==> config.mk <==
export PLATFORM = sky130hd
export DESIGN_NAME = lru_order_array
export DESIGN_NICKNAME = d
export VERILOG_FILES = /design/src/rtl/lru_order_array.sv
export SDC_FILE = /design/constraint.sdc
export NUM_CORES = 1
export LEC_CHECK = 0
export BUFFER_PORTS_ARGS = -buffer_cell sky130_fd_sc_hd__buf_2
export CORE_AREA = 2 2 166 168
export DETAILED_ROUTE_END_ITERATION = 7
export DIE_AREA = 0 0 168 170
export GPL_TIMING_DRIVEN = 1
export PLACE_DENSITY_LB_ADDON = 0.08
export SLEW_MARGIN = 10
export SYNTH_ARGS = -nofsm -noshare
export SYNTH_HDL_FRONTEND = slang
export SYNTH_SLANG_ARGS = --single-unit
==> constraint.sdc <==
create_clock -name clk -period 4 [get_ports clk]
set_input_delay 0.4 -clock clk [delete_from_list [all_inputs] [get_ports clk]]
set_output_delay 0.4 -clock clk [all_outputs]
set_load 0.1 [all_outputs]
==> src/rtl/lru_order_array.sv <==
// Per-set true-LRU recency store: each set keeps a permutation of way IDs, MRU in field 0.
// Reports the LRU victim for a lookup set and applies promote/demote updates; self-initialises after reset.
module lru_order_array #(
  parameter int NUM_WAYS = 4,
  parameter int NUM_SETS = 32,
  localparam int WAY_W = $clog2(NUM_WAYS),
  localparam int IDX_W = $clog2(NUM_SETS),
  localparam int ROW_W = NUM_WAYS * WAY_W
) (
  input  logic             clk,
  input  logic             reset,
  output logic             init_busy,
  input  logic [IDX_W-1:0] lookup_index,
  output logic [WAY_W-1:0] victim_way,
  output logic [ROW_W-1:0] order_out,
  input  logic             upd_valid,
  input  logic [IDX_W-1:0] upd_index,
  input  logic [WAY_W-1:0] upd_way,
  input  logic             upd_demote
);

  typedef enum logic {ST_INIT, ST_READY} state_t;

  function automatic logic [ROW_W-1:0] init_row();
    logic [ROW_W-1:0] r;
    r = '0;
    for (int k = 0; k < NUM_WAYS; k++) r[k*WAY_W +: WAY_W] = WAY_W'(k);
    return r;
  endfunction

  localparam logic [ROW_W-1:0] INIT_ROW = init_row();
  localparam logic [IDX_W-1:0] LAST_SET = IDX_W'(NUM_SETS - 1);

  // Move way to MRU (promote) or LRU (demote); fields on the far side of it stay put.
  function automatic logic [ROW_W-1:0] reorder(input logic [ROW_W-1:0] row,
                                               input logic [WAY_W-1:0] way,
                                               input logic demote);
    logic [ROW_W-1:0] r;
    int p;
    r = row;
    p = 0;
    for (int k = 0; k < NUM_WAYS; k++)
      if (row[k*WAY_W +: WAY_W] == way) p = k;
    for (int k = 0; k < NUM_WAYS; k++) begin
      if (!demote) begin
        if (k == 0) r[k*WAY_W +: WAY_W] = way;
        else if (k <= p) r[k*WAY_W +: WAY_W] = row[(k-1)*WAY_W +: WAY_W];
      end else begin
        if (k == NUM_WAYS - 1) r[k*WAY_W +: WAY_W] = way;
        else if (k >= p) r[k*WAY_W +: WAY_W] = row[(k+1)*WAY_W +: WAY_W];
      end
    end
    return r;
  endfunction

  state_t           state;
  logic [IDX_W-1:0] init_cnt;
  logic [ROW_W-1:0] mem [NUM_SETS];
  logic             we;
  logic [IDX_W-1:0] wr_idx;
  logic [ROW_W-1:0] wr_row;

  always_ff @(posedge clk) begin
    if (reset) begin
      state    <= ST_INIT;
      init_cnt <= '0;
    end else if (state == ST_INIT) begin
      init_cnt <= init_cnt + IDX_W'(1);
      if (init_cnt == LAST_SET) state <= ST_READY;
    end
  end

  // The init sweep owns the write port; updates only land once READY, and reset blocks both.
  always_comb begin
    we     = 1'b0;
    wr_idx = init_cnt;
    wr_row = INIT_ROW;
    if (!reset) begin
      if (state == ST_INIT) begin
        we = 1'b1;
      end else if (upd_valid) begin
        we     = 1'b1;
        wr_idx = upd_index;
        wr_row = reorder(mem[upd_index], upd_way, upd_demote);
      end
    end
  end

  always_ff @(posedge clk) begin
    if (we) mem[wr_idx] <= wr_row;
  end

  assign init_busy  = (state == ST_INIT);
  assign order_out  = init_busy ? '0 : mem[lookup_index];
  assign victim_way = order_out[(NUM_WAYS-1)*WAY_W +: WAY_W];

endmodule

==> results summary, run 1 <==
The post-route clock period utilization is 86.9%. The share of cells above drive strength 1 came out at 34.8%. The count of nets left with antenna violations once routing finished came out at 0. The average wire per cell in the routed design came out at 32.2 um. The xor-xnor portion of the synthesized cell area came out at 0.590%.

The relative slew slack is 24.9%. The max-slew violation count is 0. The worst setup path is captured at a flip-flop.

The most common library cell in the layout ignoring fill and taps is edfxtp_1. During synthesis, Yosys emitted a total of 0 warnings. Traced cell by cell, the critical path runs through buf_4, buf_12, mux4_2, a221oi_2, o32ai_4, xnor2_2, a22oi_2, a22o_1, mux2i_1, nor3_4. Summing the areas of all fa, ha and maj instances in the mapped netlist gives 0.190% of the synthesized area.

The worst register-to-register path begins at mem[9][5]$_DFFE_PP_. The die width is 168 um. Measured along the y axis, the die boundary spans 170 um. In this run the static leakage power is 5.55 nW. The initial antenna violation count came out at 0. The starting density of the core is 49.3%.

The overflow left after global routing came out at 0. The TritonCTS clock tree is yes. The highest clock rate came out at 288 MHz.

The count of flip-flops with a built-in enable after synthesis is 256. The synthesized netlist contains 64 unique library cells. Counting flops and latches in the post-synthesis netlist gives 262.

The first global-routing pass estimated 56,300 um of wire. The signed area change from the synthesized netlist to the final layout is 15.0%. The via count of the first global-routing pass is 8,055.

The total routed wirelength is 39,100 um. Detailed routing inserted a total of 8,031 vias. STA puts the critical path data arrival time at 3680 ps. The cell area after synthesis is 0.0131 mm2. The number of nets in the layout is 866. The number of remaining DRC errors is 0. At the end of routability-driven placement, the weighted congestion stood at 0.918.

The ratio of routed vias to standard cells came out at 6.63. 27 I/O pins were placed. The post-synthesis compound-gate area fraction came out at 4.54%.

At the pin with the least slew margin, the transition time is 1120 ps. The number of hold-repair buffers added at the cts stage came out at 0. The slowest library cell on the worst path is nor3_4. The global routing usage summed across all routing layers is 27.9%.

met2 is the most crowded layer. The class of the most critical hold timing path is in2reg. The slack of the worst reg-to-reg path came out at 540 ps. The number of instances in the synthesized netlist is 751. Counting buffers and inverters, the worst setup path is 10 cells deep. The fraction of registers with async set/reset came out at 0%. Clock latency on the worst-skew pair, taken at its later pin, is 560 ps. The critical path in this run is classified as in2reg. The number of antenna diodes in the final layout is 0. The violation count after the first detailed-routing iteration is 1,001. The top fanout value on the critical path is 32. The count of buffers from port buffering came out at 26. The number of non-filler instances in the completed layout is 1,211. The data required time at the worst endpoint is 4200 ps.

Counting I/O delays and the setup requirement, the final critical path takes 3470 ps. The maximum number of pins on one net before global-route repair is 65. The worst register-to-register path ends at mem[2][0]$_DFFE_PP_. Global routing consumed, on the met2 layer, 45.6% of the routing resources. The per-instance average area after synthesis came out at 17.5 um2. In this run the number of H-tree levels came out at 1. The number of post-CTS setup repair buffers is 0. No sink is reached through more buffers than the 3 on the longest clock path. The number of CTS-inserted buffers is 28. The critical path ends at mem[2][0]$_DFFE_PP_. Across the VDD grid, the largest voltage drop is 381 uV.

The number of inserted filler cells in the final layout came out at 2,022. The post-synthesis mux area share is 26.5%. Once placement completed, the tool counted placed cells totaling 1,159.

The run finished with clean final reports. Leaving out fill and tap cells, the most frequent cells in the layout are 256 x edfxtp_1, 118 x mux4_2, 86 x buf_4. Counting every net in the synthesized netlist gives 769. Setup violations remaining at the end of the flow were counted as 0.

The sequential-to-total area share from yosys stat is 59.4%. The number of cell rows came out at 60. The total power is 6.27 mW.

Gates resized during post-CTS repair numbered 0. The detailed placer's ending HPWL came out at 26,400 um. The highest cell delay on the worst timing path came out at 850 ps. The number of hold-slack violations in the final timing report came out at 0.

The iteration count of the initial detailed-routing pass came out at 5. Clock-pin slew was measured on the worst setup and hold paths at 60 ps. The prevailing post-synth register cell is edfxtp_1. For this design, the sink count on the clock tree is 262. In this design, the largest share of critical-path delay is due to simple AND/OR/NAND/NOR gates. Setup repair after global routing left no endpoint under its margin. The met3 track demand over resource in global routing came out at 4.98%. The startpoint of the most critical setup path is upd_index[0]. For this run, global-route usage on met1 was measured as 38.5%. The main combinational cell family by area after synthesis is multiplexers. The cell depth of the worst flop-to-flop path is 8. The area of the die is 0.0286 mm2. The critical path contains buffers and inverters numbering 2 combined. The power per unit of standard cell area came out at 415 mW/mm2. The total core area is 0.0267 mm2. The kind of start point of the critical path is an input port. The max-cap violation count came out at 0. The tree is rooted in a clkbuf_16. The final setup skew came out at 24.8 ps. Of the total synthesized cell area, the portion taken by AND, OR, NAND and NOR gates is 5.22%.
==> synth_stat cells (2+ instances only) <==
master    number  share of area [%]
edfxtp_1     256                 59
mux4_2       118                 20
nor2_1        61                1.7
mux2i_1       60                4.6
nand2_1       47                1.3
clkbuf_1      18               0.51
a21oi_1       15               0.57
o21ai_0       15               0.57
nand3_1       10               0.38
buf_1          9               0.26
a22oi_1        8               0.46
inv_1          8               0.23
buf_6          7               0.60
mux4_1         7                1.4
buf_12         6               0.91
clkbuf_8       6               0.63
dfxtp_1        6               0.91
nor2b_1        6               0.29
nor3_1         6               0.23
a221oi_1       5               0.33
xnor2_1        5               0.33
a221oi_2       4               0.46
a22o_1         4               0.27
a31oi_1        4               0.19
and3_1         4               0.19
buf_2          3               0.11
buf_4          3               0.17
nand3b_1       3               0.17
o211ai_1       3               0.17
a211o_1        2               0.13
a211oi_1       2               0.11
and2_1         2              0.095
ha_1           2               0.19
nand2b_1       2              0.095
nand4_1        2              0.095
o31ai_1        2               0.11
or2_2          2              0.095
xor2_1         2               0.13
==> layer usage <==
metal / wire length (um) / share of wire (%)
met5: 0 / 0
met4: 1280 / 3.3
met3: 3310 / 8.5
met2: 19000 / 49
met1: 15500 / 40
==> sequential cells by signal (all words and copies together) (netlist names) <==
name,cells
state,1
mem,256
init_cnt,5
==> kinds of logic after synthesis <==
family / Yosys count
AND/OR/NAND/NOR: 152
multiplexers: 187
buffers and inverters: 62
adder cells (fa/ha/maj): 2
flip-flops: 262
AO/OA/AOI/OAI: 78
XOR/XNOR: 8
==> final cells by class <==
class | count | area [um2] | area share (%)
Sequential cell | 262 | 7810 | 51.7
Multi-Input combinational cell | 427 | 4890 | 32.3
Timing Repair Buffer | 121 | 986 | 6.52
Clock buffer | 33 | 719 | 4.76
Tap cell | 341 | 427 | 2.82
Clock inverter | 19 | 256 | 1.70
Inverter | 8 | 30.0 | 0.199
==> worst min path at each step <==
| stage | startpoint | endpoint | cells after the start | slack, ps |
|---|---|---|---|---|
| 6_report | reset | init_cnt[0]$_SDFFE_PP0N_ | 2 | 140 |
| 4_1_cts | reset | init_cnt[0]$_SDFFE_PP0N_ | 2 | 120 |
| 3_5_place_dp | init_cnt[0]$_SDFFE_PP0N_ | init_cnt[0]$_SDFFE_PP0N_ | 2 | 510 |
| 2_1_floorplan | init_cnt[0]$_SDFFE_PP0N_ | init_cnt[0]$_SDFFE_PP0N_ | 2 | 480 |
| 5_1_grt | reset | init_cnt[2]$_SDFFE_PP0N_ | 2 | 160 |
| 3_3_place_gp | init_cnt[0]$_SDFFE_PP0N_ | init_cnt[0]$_SDFFE_PP0N_ | 2 | 500 |
==> through the flow <==
step           TNS [ps]  utilization, %  setup WS (ps)  instance area, um2  hold slack (ps)
2_1_floorplan         0               -           53.8               13100              483
3_3_place_gp          0            53.0           32.2               14100              503
3_5_place_dp      -3120            53.0           -100               14100              512
4_1_cts               0            56.7            485               15100              120
5_1_grt               0            56.7            319               15100              156
6_report              0            56.7            525               15100              143
==> power by group <==
group          internal [mW]  total, mW  switching (mW)
logic                  0.235      0.536           0.301
clock network           1.67       2.75            1.07
registers               2.98       2.99         0.00848
total                   4.89       6.27            1.38
Note: power is estimated with default switching activity, not from simulation.
==> run 2: changes to the inputs <==
--- a/config.mk
+++ b/config.mk
@@ -6,9 +6,9 @@
 export NUM_CORES = 1
 export LEC_CHECK = 0
 export BUFFER_PORTS_ARGS = -buffer_cell sky130_fd_sc_hd__buf_2
-export CORE_AREA = 2 2 166 168
+export CORE_AREA = 10 10 174 176
 export DETAILED_ROUTE_END_ITERATION = 7
-export DIE_AREA = 0 0 168 170
+export DIE_AREA = 0 0 184 186
 export GPL_TIMING_DRIVEN = 1
 export PLACE_DENSITY_LB_ADDON = 0.08
 export SLEW_MARGIN = 10
==> constraint.sdc (replaced) <==
create_clock -name clk -period 4 [get_ports clk]
set_input_delay 0.2 -clock clk [delete_from_list [all_inputs] [get_ports clk]]
set_output_delay 0.2 -clock clk [all_outputs]
set_load 0.1 [all_outputs]
==> run 2 against run 1 <==
Effect of this change: worst setup slack improved by 95 ps; maximum frequency increased by 2.8%; clock skew decreased by 11 ps; sequential cell count unchanged; highest routed layer unchanged; total power decreased by 5.4%; die area increased by 20%; clock power decreased by 12%; global-route usage decreased by 5.1 points; combinational power decreased by 4.1%; non-clock buffer count decreased by 13; count of clock-buffer cells in the layout increased by 8.
==> results summary, run 2 (synthesis results as in run 1) <==
The starting density of the core is 49.2% (was 49.3%). The cell depth of the worst flop-to-flop path is 11 (was 8). The number of nets in the layout is 854 (was 866). The signed area change from the synthesized netlist to the final layout was 13.4% (was 15.0%). The die width came out at 184 um (was 168 um). The endpoint type of the worst setup path was a flip-flop (unchanged). The kind of start point of the critical path is a flip-flop (was input port). The class of the most critical hold timing path is in2reg (unchanged). The number of flip-flops in the largest register came out at 256 (unchanged). The die boundary height came out at 186 um (was 170 um). The total core area came out at 0.0267 mm2 (about the same).

The H-tree depth was 1 (unchanged). The placed standard-cell area is 0.0140 mm2 (was 0.0141 mm2). The worst-skew pair later-pin latency was 560 ps (about the same). The final cell utilization of the core came out at 55.7% (was 56.7%). The top fanout value on the critical path came to 32 (unchanged).

The overflow left after global routing came out at 0 (unchanged). The share of cells above drive strength 1 was 32.8% (was 34.8%). The slack of the worst reg-to-reg path came out at 620 ps (was 540 ps). The number of routed nets with antenna violations is 0 (unchanged). The type of the worst setup path was reg2reg (was in2reg). The average wire per cell in the routed design came out at 32.1 um (was 32.2 um).

The global routing usage summed across all routing layers is 22.8% (was 27.9%). The most flop-heavy register is mem (unchanged). The max-cap violation count is 0 (unchanged). The minimum hold slack came to 423 ps (was 143 ps). The critical register-to-register path endpoint is mem[12][5]$_DFFE_PP_ (was mem[2][0]$_DFFE_PP_). Biggest regs: mem: 256 flops, init_cnt: 5 flops, state: 1 flops (unchanged). The buffer cell driving the clock tree root was clkbuf_16 (unchanged).

The count of buffers from port buffering is 26 (unchanged). The max-slew violation count is 0 (unchanged). The number of clock sinks seen by CTS is 262 (unchanged). The clock-pin slew on the worst setup and hold paths came out at 60 ps (about the same). Status: completed (unchanged). The launch instance of the worst min-delay path is upd_demote (was reset). The transition at the pin with the smallest max-transition slack came out at 715 ps (was 1120 ps). The total negative setup slack is 0 ps (unchanged). The total routed wirelength is 38,500 um (was 39,100 um). The number of cell rows was 60 (unchanged).

The iteration count of the initial detailed-routing pass came to 5 (unchanged). The ratio of routed vias to standard cells is 6.58 (was 6.63). The maximum clock insertion buffer count came out at 3 (unchanged). The launch instance of the worst register-to-register path was mem[8][5]$_DFFE_PP_ (was mem[9][5]$_DFFE_PP_).

The highest clock rate is 296 MHz (was 288 MHz). The worst-case hold path end point is mem[17][1]$_DFFE_PP_ (was init_cnt[0]$_SDFFE_PP0N_). The count of antenna diodes in the layout is 0 (unchanged).

The post-route clock period utilization came out at 84.5% (was 86.9%). The relative slew slack was 52.3% (was 24.9%). The number of hold-slack violations in the final timing report came out at 0 (unchanged). The hold path depth is 3 (was 2).

Highest-count cells in the layout ignoring fill and taps: 256 x edfxtp_1, 118 x mux4_2, 71 x buf_4 (was 256 x edfxtp_1, 118 x mux4_2, 86 x buf_4). The static leakage came out at 5.43 nW (was 5.55 nW). The area of the die came to 0.0342 mm2 (was 0.0286 mm2). The routed via count was 7,897 (was 8,031).

The most common library cell in the layout ignoring fill and taps is edfxtp_1 (unchanged). The first-pass GRT wire length is 55,500 um (was 56,300 um). The final-report setup violation count is 0 (unchanged).

The TritonCTS clock tree is yes (unchanged). The total non-filler cell area in the finished layout is 0.0149 mm2 (was 0.0151 mm2). The initial antenna violation count was 1 (was 0). The maximum VDD drop is 357 uV (was 381 uV). The number of remaining DRC errors came out at 0 (unchanged).

The top-level port count came out at 27 (unchanged). The violation count after the first detailed-routing iteration is 780 (was 1,001). The via count of the first global-routing pass is 7,969 (was 8,055). The number of CTS-inserted buffers came out at 29 (was 28). The data required time at the worst endpoint came out at 4390 ps (was 4200 ps). The number of post-CTS setup repair buffers came out at 0 (unchanged). The final RePlAce weighted congestion is 0.875 (was 0.918). The minimum clock period after layout is 3380 ps (was 3470 ps).

The detailed placer's ending HPWL came out at 26,300 um (was 26,400 um). The maximum number of pins on one net before global-route repair came out at 33 (was 65). The data arrival time of the critical path is 3770 ps (was 3680 ps). The final setup skew came out at 13.7 ps (was 24.8 ps). The power per unit of standard cell area is 398 mW/mm2 (was 415 mW/mm2).

Setup repair after global routing missed its margin: no (unchanged).
-- run 2: worst max-delay path by stage --
stage | start | slack [ps] | cells past startpoint | end
6_report | mem[8][5]$_DFFE_PP_ | 620 | 11 | mem[12][5]$_DFFE_PP_
5_1_grt | mem[9][5]$_DFFE_PP_ | 540 | 11 | mem[12][5]$_DFFE_PP_
4_1_cts | mem[9][5]$_DFFE_PP_ | 680 | 11 | mem[22][5]$_DFFE_PP_
3_5_place_dp | upd_index[0] | 160 | 12 | mem[13][2]$_DFFE_PP_
3_3_place_gp | upd_index[0] | 190 | 12 | mem[14][2]$_DFFE_PP_
2_1_floorplan | upd_index[0] | 110 | 14 | mem[0][0]$_DFFE_PP_
-- run 2: cell type report --
class                      instances  area, um2
clock buffer                      41        771
clock inverter                    13       86.3
fill                            2111      11800
inverter                           8       30.0
multi-input combinational        427       4870
sequential                       262       7810
tap                              341        427
timing repair buffer             108        903
-- run 2: what timing repair did --
action                    in CTS  in global routing
hold buffers                   1                  0
gates resized for setup        0                  0
hold endpoints to repair       6                  0
-- run 2: metal layers --
metal / vias up / part of all wire [%] / GRT usage [%]
li1: 3291 / - / -
met1: 4150 / 41 / 30.6
met2: 372 / 46 / 35.6
met3: 84 / 8.1 / 4.84
met4: 0 / 4.5 / 9.41
met5: - / 0 / 0
-- run 2: stage by stage --
stage | power (mW) | instances | worst slack [ps]
4_1_cts | 5.96 | 1200 | 683
6_report | 5.93 | 1200 | 620
3_5_place_dp | 3.56 | 1145 | 160
5_1_grt | 6.11 | 1200 | 538
3_3_place_gp | 3.55 | 1145 | 194
2_1_floorplan | 3.40 | 751 | 105
-- run 2: critical path, stage by stage, from the launching register on --
cell      delay [ps]
edfxtp_1         390
mux4_1           630
a221oi_2         340
buf_4            180
o32ai_4          110
xnor2_2          280
a22oi_2           90
a22o_1           340
buf_4            170
mux2i_1          110
o211ai_1         320
buf_12           240
-- run 2: power breakdown --
part	total [mW]	switching (mW)	leakage [nW]	internal, mW
Clock	2.43	1.08	0.415	1.35
Combinational	0.514	0.293	2.29	0.221
Sequential	2.99	0.00831	2.73	2.98
Total	5.93	1.38	5.43	4.55
==> run 3: changes to the inputs <==
--- a/config.mk
+++ b/config.mk
@@ -5,10 +5,11 @@
 export SDC_FILE = /design/constraint.sdc
 export NUM_CORES = 1
 export LEC_CHECK = 0
+export ABC_AREA = 1
 export BUFFER_PORTS_ARGS = -buffer_cell sky130_fd_sc_hd__buf_2
-export CORE_AREA = 10 10 174 176
+export CORE_AREA = 10 10 175 177
 export DETAILED_ROUTE_END_ITERATION = 7
-export DIE_AREA = 0 0 184 186
+export DIE_AREA = 0 0 185 187
 export GPL_TIMING_DRIVEN = 1
 export PLACE_DENSITY_LB_ADDON = 0.08
 export SLEW_MARGIN = 10
==> constraint.sdc (replaced) <==
create_clock -name clk -period 3 [get_ports clk]
set_input_delay 0.15 -clock clk [delete_from_list [all_inputs] [get_ports clk]]
set_output_delay 0.15 -clock clk [all_outputs]
set_load 0.1 [all_outputs]
==> run 3 against run 2 <==
Effect of this change: critical path depth shrank 4; critical path type is now reg2out; worst hold slack lost 100 ps; count of clock-buffer cells in the layout shrank 1; sequential cell count is the same; critical endpoint is now order_out[3]; synthesized area grew 1.6%; final area grew 5.8%.
==> results summary, run 3 <==
The share of total power in sequential cells came to 47.8% (was 50.4%). The violation count after the first detailed-routing iteration came out at 1,476 (was 780). The total power is 8.33 mW (was 5.93 mW). The slack of the worst reg-to-reg path is 470 ps (was 620 ps).

The clock-pin slew on the worst setup and hold paths came out at 60 ps (about the same). The launch instance of the worst register-to-register path is mem[17][6]$_DFFE_PP_ (was mem[8][5]$_DFFE_PP_). The number of hold-slack violations in the final timing report came to 0 (unchanged). The unique cell type count in the Yosys netlist is 34 (was 64). The number of CTS-inserted buffers is 28 (was 29).

The first-pass GRT wire length is 69,400 um (was 55,500 um). The prevailing post-synth register cell is edfxtp_1 (unchanged). The count of flip-flops with a built-in enable after synthesis is 256 (unchanged). The clock period could shrink to 2860 ps. The net count of the mapped netlist came out at 1,464 (was 769). The signed area change from the synthesized netlist to the final layout came to 18.0% (was 13.4%). The met3 track demand over resource in global routing is 4.31% (was 4.84%). The power per unit of standard cell area is 528 mW/mm2 (was 398 mW/mm2). The most common library cell in the layout ignoring fill and taps is nand2_1 (was edfxtp_1). The highest cell delay on the worst timing path is 670 ps (was 630 ps).

The transition at the pin with the smallest max-transition slack is 927 ps (was 715 ps). The post-synthesis cell type with the largest combined area is edfxtp_1 (unchanged). The number of remaining DRC errors came to 0 (unchanged).

The area of the die is 0.0346 mm2 (was 0.0342 mm2). Highest-count cells in the layout ignoring fill and taps: 340 x nand2_1, 256 x edfxtp_1, 204 x nand3_1 (was 256 x edfxtp_1, 118 x mux4_2, 71 x buf_4). The number of flip-flops in the largest register is 256 (unchanged). The number of cell rows is 61 (was 60). The max-slew violation count is 0 (unchanged). The post-route clock period utilization is 95.2%.

The routed via count was 11,800 (was 7,897). The total core area came out at 0.0273 mm2 (was 0.0267 mm2). The final RePlAce weighted congestion came out at 0.973 (was 0.875). The TritonCTS clock tree is yes (unchanged). The last element of the critical path was order_out[3] (was mem[12][5]$_DFFE_PP_). The pre-CTS setup slack came out at -91.9 ps (was 160 ps). The slack of the critical path is 143 ps (was 620 ps).

The global-route met2 utilization came out at 40.8% (was 35.6%). The net switching power of the design is 2.07 mW (was 1.38 mW). The iteration count of the initial detailed-routing pass is 6 (was 5). The layer carrying the most global-route usage is met2 (unchanged). Cell types with the largest area share after synthesis: edfxtp_1 58%, nand2_1 9.6%, nand3_1 7.6% (was edfxtp_1 59%, mux4_2 20%, mux2i_1 4.6%). The met1 global-route usage came to 36.6% (was 30.6%).

The fraction of registers with async set/reset came out at 0% (unchanged). The top cell family by delay on the critical path was compound AO/OA/AOI/OAI gates (unchanged). The maximum number of pins on one net before global-route repair came out at 75 (was 33). The cell with the most instances after synthesis is nand2_1 (was edfxtp_1). The count of antenna diodes in the layout is 0 (unchanged). The starting density of the core is 48.9% (was 49.2%).

The die width is 185 um (was 184 um). The placed standard-cell area is 0.0149 mm2 (was 0.0140 mm2). The critical register-to-register path endpoint is mem[20][4]$_DFFE_PP_ (was mem[12][5]$_DFFE_PP_). The cell area after synthesis came out at 0.0134 mm2 (was 0.0131 mm2). The per-instance average area after synthesis is 9.24 um2 (was 17.5 um2). The static leakage is 5.99 nW (was 5.43 nW). The detailed placer's ending HPWL is 30,400 um (was 26,300 um). The average wire per cell in the routed design was 24.3 um (was 32.1 um).

The number of routed nets with antenna violations is 0 (unchanged). The top fanout value on the critical path is 2 (was 32). Biggest regs: mem: 256 flops, init_cnt: 5 flops, state: 1 flops (unchanged). The endpoint type of the worst setup path is an output pin (was flip-flop). The ratio of routed vias to standard cells came to 6.23 (was 6.58). The count of buffers from port buffering came out at 26 (unchanged). The internal power consumption came out at 6.26 mW (was 4.55 mW).

The max-cap violation count is 0 (unchanged). The share of cells above drive strength 1 is 14.8% (was 32.8%). The initial antenna violation count is 0 (was 1). The minimum hold slack is 321 ps (was 423 ps). The final setup skew is 15.0 ps (was 13.7 ps). The final cell utilization of the core is 57.7% (was 55.7%).

The kind of start point of the critical path is a flip-flop (unchanged). The startpoint of the most critical setup path was mem[30][3]$_DFFE_PP_ (was mem[8][5]$_DFFE_PP_). The final-report setup violation count is 0 (unchanged). Most frequent cells after synthesis: 340 x nand2_1, 256 x edfxtp_1, 204 x nand3_1, 201 x nor2_1, 156 x o21ai_0 (was 256 x edfxtp_1, 118 x mux4_2, 61 x nor2_1, 60 x mux2i_1, 47 x nand2_1).

The maximum VDD drop is 498 uV (was 357 uV). The H-tree depth was 1 (unchanged). The number of clock sinks seen by CTS came out at 262 (unchanged). The type of the worst setup path is reg2out (was reg2reg). The most flop-heavy register is mem (unchanged).

The share of the synthesized area in the top cell type is 57.6% (was 58.5%). Setup repair after global routing missed its margin: no (unchanged). The sequential-to-total area share from yosys stat is 58.5% (was 59.4%). The number of cells on the critical path was 7 (was 11). The number of nets in the layout is 1,554 (was 854). The total non-filler cell area in the finished layout was 0.0158 mm2 (was 0.0149 mm2).

The class of the most critical hold timing path was in2reg (unchanged). The via count of the first global-routing pass is 11,100 (was 7,969). The global routing usage summed across all routing layers is 26.3% (was 22.8%). The proportion of total power due to net switching is 24.9% (was 23.2%). The total negative setup slack came out at 0 ps (unchanged). The total routed wirelength was 46,200 um (was 38,500 um).

The top-level port count came out at 27 (unchanged). The data arrival time of the critical path came out at 2710 ps (was 3770 ps). The die boundary height came out at 187 um (was 186 um).

The synthesis warning total came to 0 (unchanged). The clock network fraction of design power came out at 40.9% (about the same). The buffer cell driving the clock tree root is clkbuf_16 (unchanged). The number of post-CTS setup repair buffers came out at 0 (unchanged). The combinational share of power is 11.2% (was 8.7%). Crit path cell chain: o21ai_0, o22ai_1, nor2_1, o311ai_0, nand2_1, a31oi_1, buf_12 (was mux4_1, a221oi_2, buf_4, o32ai_4, xnor2_2, a22oi_2, a22o_1, buf_4, mux2i_1, o211ai_1, buf_12). The slowest library cell on the worst path is o311ai_0 (was mux4_1). The number of non-filler instances in the completed layout is 1,903 (was 1,200).

The data required time at the worst endpoint is 2850 ps (was 4390 ps). Status: completed (unchanged). The maximum clock insertion buffer count came out at 3 (unchanged).

The overflow left after global routing came out at 0 (unchanged). The flip-flop and latch count after synthesis is 262 (unchanged). The number of instances in the synthesized netlist came out at 1,446 (was 751). The count of placed standard cells including taps came out at 1,851 (was 1,145). The number of buffers and inverters on the critical path came to 1 (was 3).

The cell depth of the worst flop-to-flop path is 15 (was 11). The relative slew slack was 37.9% (was 52.3%). The highest clock rate is 350 MHz. The worst-skew pair later-pin latency is 560 ps (about the same).
-- run 3: area by class of cell --
cell class	instances	area, um2
timing repair buffer	168	1580
sequential	262	7810
inverter	37	143
fill	2426	11600
multi-input combinational	1039	4910
clock buffer	40	777
tap	346	433
clock inverter	11	115
-- run 3: cell families (layout without fill, tap and decap cells) --
| kind of cell | count (synthesis) | in the layout | synth area share [%] |
|---|---|---|---|
| flip-flops | 262 | 262 | 58.5 |
| AO/OA/AOI/OAI | 278 | 278 | 12.6 |
| AND/OR/NAND/NOR | 759 | 759 | 23.6 |
| adder cells (fa/ha/maj) | 2 | 2 | 0.187 |
| buffers and inverters | 145 | 256 | 5.12 |
-- run 3: worst min path at each step --
stage               start              endpoint  depth (start not counted)
5_1_grt        upd_demote  mem[11][3]$_DFFE_PP_                          4
3_5_place_dp        reset      state$_SDFF_PP0_                          2
2_1_floorplan       reset      state$_SDFF_PP0_                          1
6_report       upd_demote  mem[15][3]$_DFFE_PP_                          4
3_3_place_gp        reset      state$_SDFF_PP0_                          2
4_1_cts        upd_demote  mem[15][3]$_DFFE_PP_                          4
-- run 3: worst min-delay path, delay by kind of cell --
family,cells,cell delay (ps)
buf+inv,2,330
simple gates,2,200
-- run 3: power groups by stage --
| stage | sequential (mW) | combinational [mW] | clock, mW |
|---|---|---|---|
| after floorplan | 4.06 | 0.528 | 0 |
| after global placement | 4.06 | 0.899 | 0 |
| after detailed placement | 4.06 | 0.906 | 0 |
| after CTS | 3.98 | 0.911 | 3.45 |
| after global routing | 3.98 | 1.00 | 3.61 |
| final | 3.98 | 0.936 | 3.41 |
-- run 3: timing repair --
action,4_1_cts,5_1_grt
endpoints found under the hold margin,2,0
hold buffers,1,0
resized for setup,0,0
-- run 3: routing by layer --
| metal | part of all wire [%] | vias up |
|---|---|---|
| li1 | - | 5339 |
| met1 | 41 | 5727 |
| met2 | 46 | 664 |
| met3 | 9.8 | 117 |
| met4 | 3.5 | 0 |
| met5 | 0 | - |
